<file path="config.mk">
export PLATFORM = sky130hd
export DESIGN_NAME = sample_buffer_writer
export DESIGN_NICKNAME = d
export VERILOG_FILES = /design/src/rtl/sample_buffer_writer.sv
export SDC_FILE = /design/constraint.sdc
export NUM_CORES = 1
export LEC_CHECK = 0
export CORE_MARGIN = 3
export CORE_UTILIZATION = 44
export DETAILED_ROUTE_END_ITERATION = 10
export GPL_TIMING_DRIVEN = 1
export PLACE_DENSITY = 0.83
export SYNTH_ARGS = -nofsm -noshare
export SYNTH_HDL_FRONTEND = slang
export SYNTH_SLANG_ARGS = --single-unit
</file>
<file path="constraint.sdc">
create_clock -name clk -period 2.7 [get_ports clk]
set_clock_uncertainty 0.2 [all_clocks]
set_input_delay 0.405 -clock clk [delete_from_list [all_inputs] [get_ports clk]]
set_output_delay 0.405 -clock clk [all_outputs]
set_load 0.05 [all_outputs]
</file>
<file path="src/rtl/sample_buffer_writer.sv">
`default_nettype none
// +--------------------------------------------------------------------------+
// | sample_buffer_writer: streams samples into the circular RAM buffer and    |
// | publishes the committed write pointer; optional macro                    |
// | SAMPLE_BUFFER_WRITER_DROP_COUNT_EN adds a saturating drop counter.       |
// | Revision: 1.0                                                            |
// +--------------------------------------------------------------------------+
module sample_buffer_writer #(
   parameter int ADDR_W           = 9,
   parameter int DATA_W           = 24,
   parameter int STOP_ON_OVERFLOW = 0
) (
   input  logic              clk,
   input  logic              rst,
   input  logic              capture_en,
   input  logic              clear_ovf,
   input  logic [DATA_W-1:0] sample_in,
   input  logic              sample_valid,
   output logic              sample_ready,
   input  logic [ADDR_W-1:0] r_addr,
   output logic [ADDR_W-1:0] mem_waddr,
   output logic [DATA_W-1:0] mem_wdata,
   output logic              mem_we,
   output logic [ADDR_W-1:0] w_addr,
   output logic              overflow,
`ifdef SAMPLE_BUFFER_WRITER_DROP_COUNT_EN
   output logic [15:0]       drop_count,
`endif
   output logic [1:0]        state_o
);

   typedef enum logic [1:0] {
      ST_IDLE     = 2'd0,
      ST_RUN      = 2'd1,
      ST_OVERFLOW = 2'd2
   } state_t;

   localparam logic c_stop = (STOP_ON_OVERFLOW != 0);

   state_t            r_state;
   logic [ADDR_W-1:0] r_wp;
   logic [ADDR_W-1:0] w_wp_next;
   logic              w_full;
   logic              w_accept;
   logic              w_drop;

   // One slot is always left empty so that wp == r_addr unambiguously means empty.
   assign w_wp_next    = r_wp + 1'b1;
   assign w_full       = (w_wp_next == r_addr);
   assign sample_ready = (r_state == ST_RUN) && !w_full;
   assign w_accept     = sample_valid && sample_ready;
   assign w_drop       = (r_state == ST_RUN) && sample_valid && w_full;
   assign state_o      = r_state;

   always_ff @(posedge clk or posedge rst) begin
      if (rst) begin
         r_state   <= ST_IDLE;
         r_wp      <= '0;
         w_addr    <= '0;
         mem_we    <= 1'b0;
         mem_waddr <= '0;
         mem_wdata <= '0;
         overflow  <= 1'b0;
      end else begin
         mem_we <= w_accept;
         if (w_accept) begin
            mem_waddr <= r_wp;
            mem_wdata <= sample_in;
            r_wp      <= w_wp_next;
         end
         // Trails wp by one cycle so the reader only sees addresses already in RAM.
         w_addr <= r_wp;

         if (w_drop)
            overflow <= 1'b1;
         else if (clear_ovf)
            overflow <= 1'b0;

         case (r_state)
            ST_IDLE: begin
               if (capture_en)
                  r_state <= ST_RUN;
            end
            ST_RUN: begin
               if (w_drop && c_stop)
                  r_state <= ST_OVERFLOW;
               else if (!capture_en)
                  r_state <= ST_IDLE;
            end
            ST_OVERFLOW: begin
               if (clear_ovf)
                  r_state <= ST_IDLE;
            end
            default: r_state <= ST_IDLE;
         endcase
      end
   end

`ifdef SAMPLE_BUFFER_WRITER_DROP_COUNT_EN
   localparam logic [15:0] c_drop_sat = 16'hFFFF;

   always_ff @(posedge clk or posedge rst) begin
      if (rst) begin
         drop_count <= '0;
      end else if (w_drop) begin
         if (clear_ovf)
            drop_count <= 16'd1;
         else if (drop_count != c_drop_sat)
            drop_count <= drop_count + 16'd1;
      end else if (clear_ovf) begin
         drop_count <= '0;
      end
   end
`endif

endmodule
`default_nettype wire

</file>
## Yosys cells after proc, flatten, opt, wreduce, memory -nomap -nowiden

Cells that the tools add are included.
Widths: inputs -> output; s select.

| word-level totals | value |
|---|---|
| bits in registers | 55 |
| input port bits | 38 |
| output and inout bits | 47 |
| word-level logic and storage cells | 28 |

| cells by class | value |
|---|---|
| add/sub/neg operators | 1 |
| eq/ne operators | 6 |
| muxes and demuxes | 6 |
| reduce and logical (&&, ||, !) cells | 8 |

Operators with widths:

| operator | count |
|---|---|
| $add 9x1->9 const B | 1 |
| $eq 9x9->1 | 1 |
| $mux 2 | 3 |
| $ne 2x2->1 const B | 3 |
| $pmux 2 s3 | 1 |
| $logic_and 1x1->1 | 4 |
| $reduce_and 3->1 | 1 |
| $eq 2x1->1 const B | 1 |
| $eq 2x2->1 const B | 1 |
| $logic_not 2->1 | 1 |
| $mux 1 | 2 |
| $reduce_bool 2->1 | 1 |
| $logic_not 1->1 | 1 |

## Depth between registers and ports, before layout

| logic depth | value |
|---|---|
| depth in word-level cells | 5 |
| mapped depth | 9 |
| gate-level depth less buffers | 8 |

## Worst setup path after synthesis

Ideal clock, no wire load.

| timing path | value |
|---|---|
| path kind | register to output |
| start | register r_wp[0] |
| end | output sample_ready |
| arrival time | 1.941 ns |
| data required time | 2.095 ns |
| path slack | 0.154 ns |
| cell stages (with the launch flop) | 7 |
| cells stage by stage | dfrtp_1 ha_1 nor2b_1 o311a_1 nor4_4 nand3_1 and2_1 |

| between the ends | value |
|---|---|
| word-level cells in the longest chain between the ends | 4 |

Ends and longest elaborated chain:

| item | RTL line | RTL |
|---|---|---|
| start: declaration | 41 | `logic [ADDR_W-1:0] r_wp;` |
| start signal: assignment | 69 | `r_wp <= w_wp_next;` |
| $add 9x1->9 | 48 | `assign w_wp_next = r_wp + 1'b1;` |
| $eq 9x9->1 | 49 | `assign w_full = (w_wp_next == r_addr);` |
| $logic_not 1->1 | 50 | `assign sample_ready = (r_state == ST_RUN) && !w_full;` |
| $logic_and 1x1->1 | 50 |  |
| end: declaration | 19 | `output logic sample_ready,` |

No other way between the ends.

## Final worst setup path

Ends and elaborated chain as after synthesis.

==> out/metrics.cfg <==
[place]
hpwl_mm=3.53
io_buffers=83
place.gp.congestion=0.758
placed_area_mm2=0.00323
place_worst_setup_slack_ns=-0.196

[floorplan]
chipWidth_um=77.6
dieArea_mm2=0.00602
die_h_um=77.6
pin_count=85
num_rows=25
start_util_pct=46.5
core_mm2=0.00485

[clock_tree]
cts_sinks=54
clk_pin_slew_worst_paths_ns=0.09
insertion_delay_ns=0.30
max-clock-path-buffers=2
h-tree-depth=2
cts-root-buf=clkbuf_8
cts_tree=built
hold_buffers=0
numCtsBuffers=5

[timing]
fmax_mhz=367
rsz0062_at_grt=true
worst_pin_slew_ns=0.530
relSlewSlack_pct=64.6
hold_viol=0
finalMaxSlewViolations=0
fin_crit_ns=2.73
setup_viol=1
finalCritPeriodShare_pct=101
worst_slack_ns=-0.0281

[yosys]
async_flop_share_pct=100
syn_area_per_cell_um2=14.3
synth_cell_types=30
synthFlopType=dfrtp_1
yosysSeqAreaShare_pct=59.9
yosysMostFrequentCell=dfrtp_1
yosysTopAreaCellShare_pct=59.9
ys_top_cells_by_count=54 x dfrtp_1, 34 x mux2_2, 15 x xnor2_1
netlist_instances=158
synth_edf_count=0
synth_area_leaders=dfrtp_1 60%, mux2_2 17%, xnor2_1 5.8%
synth_nets=197
synth_top_area_cell=dfrtp_1
yosysWarnings=0
syn_area_mm2=0.00226
ys_ff_latch=54

[worst_hold_path]
hold_class=in2async

[power_and_ir_drop]
p_clk_share_pct=15.5
p_seq_share_pct=37.6
p_int_mw=1.77
switching_share_pct=40.0
combPwrFrac_pct=47.0
leakagePower_nw=1.43
vdd_drop_max_v=0.000611
p_per_area_mw_per_mm2=851
switchingPower_mw=1.18

[global_routing]
grt_max_degree=28
overflow=0
grt_pass1_vias=1725
antenna_found_initial=0
grt_use_total_pct=17.3
grt_pass1_wl_mm=8.30

[route]
via_count=1566
wl_per_cell_um=14.7
drt_iter0_drc=30
vias_per_cell=4.79
firstDrtPassIters=4
routed_wl_mm=4.80
antenna_left=0
drc=0

[flow_run]
drv_cap=0

[critical_path]
critPathKind=reg2out
startpoint_type=flip-flop
critPathArrivalTime_ns=2.12
r2r_start=r_wp[0]$_DFFE_PP0P_
worst_r2r_endpoint=mem_waddr[8]$_DFFE_PP0P_
reg2regPathDepth=11
rrSetupSlack_ns=0.09
critical_path_required_ns=2.10
cp-end-kind=primary output
crit_fanout=3
crit_path_start=r_wp[0]$_DFFE_PP0P_

[finish]
diodes=0
fin_util_pct=71.3
syn2layout_area_growth_pct=53.3
fin_nets=298
fin_area_mm2=0.00346
nFillCells=341
layout-drive-gt1-share_pct=29.2

[status]
status=finished with violations
violations=setup timing

[cells in the final DEF, fill, tap and decap left out, types with 2 or more instances in the layout]
cell type	count
clkdlybuf4s50_1	82
dfrtp_1	53
mux2_2	34
buf_4	16
xnor2_1	13
nand2_1	6
clkbuf_8	6
xor2_1	4
and3_1	3
nand4_1	3
nand3_1	3
buf_12	3
o21ai_0	2
a31oi_1	2
nor2b_1	2
and3_4	2
[registers in the layout, indices dropped and copies added, names as in the netlist]
signal     count
w_addr         9
mem_we         1
r_wp           9
mem_waddr      9
mem_wdata     24
state_o        1
overflow       1
[metal layers]
metal / vias to the layer above / global-route usage [%] / wire length, um
li1: 753 / - / -
met5: - / 0 / 0
met1: 748 / 20.9 / 1990
met2: 59 / 29.0 / 2420
met4: 0 / 5.16 / 48
met3: 6 / 6.26 / 335
[through the flow]
stage,cells,power [mW],TNS (ns),hold slack (ns)
6_report,327,2.94,-0.0281,0.257
5_1_grt,327,3.10,-0.488,0.302
4_1_cts,325,2.96,-0.0905,0.269
3_5_place_dp,315,2.45,-2.05,0.247
3_3_place_gp,315,2.42,-1.26,0.253
2_1_floorplan,158,1.98,0,0.153
[timing repair]
item / in CTS / in global routing
cloned: 0 / 1
endpoints found under the hold margin: 0 / 0
pin swaps: 5 / 0
resized for setup: 7 / 6
endpoints found under the setup margin: 1 / 36
buffers inserted: 2 / 1
[critical path, cell delays in order, from the launching register on]
cell and delay (ns):
dfrtp_1 0.42, ha_4 0.18, and3_4 0.18, and3_4 0.17, xnor2_4 0.13, nor4_4 0.32
nand3_2 0.11, and2_4 0.16, buf_6 0.14
[worst max-delay path by stage]
stage	end	cells past startpoint
2_1_floorplan	sample_ready	6
3_3_place_gp	sample_ready	7
3_5_place_dp	sample_ready	7
4_1_cts	sample_ready	8
5_1_grt	sample_ready	8
6_report	sample_ready	8
[power groups by stage]
| stage | sequential [mW] | combinational (mW) | clock, mW |
|---|---|---|---|
| global route | 1.13 | 1.46 | 0.501 |
| floorplan | 1.59 | 0.398 | 0 |
| finish | 1.11 | 1.38 | 0.455 |
| global placement | 1.10 | 1.32 | 0 |
| CTS | 1.11 | 1.38 | 0.474 |
| detailed placement | 1.11 | 1.34 | 0 |
[logic make-up after synthesis]
logic type / synth area share [%]
AOI/OAI and AO/OA: 3.83
other: 0.166
xor gates and xnor gates: 7.38
buffers and inverters: 3.88
muxes: 17.0
DFF: 59.9
and+or+nand+nor: 7.32
adders and majority gates: 0.555
[area by class of cell]
cell class / count / area (um2) / area share [%]
well taps: 67 / 83.8 / 2.42
multi-input cells: 93 / 882 / 25.5
clock inverters: 2 / 12.5 / 0.362
repair buffers: 103 / 1040 / 30.0
inverters: 2 / 7.51 / 0.217
clock buffers: 6 / 82.6 / 2.39
flip-flops and latches: 54 / 1350 / 39.1
Power figures use the tool's default switching activity.
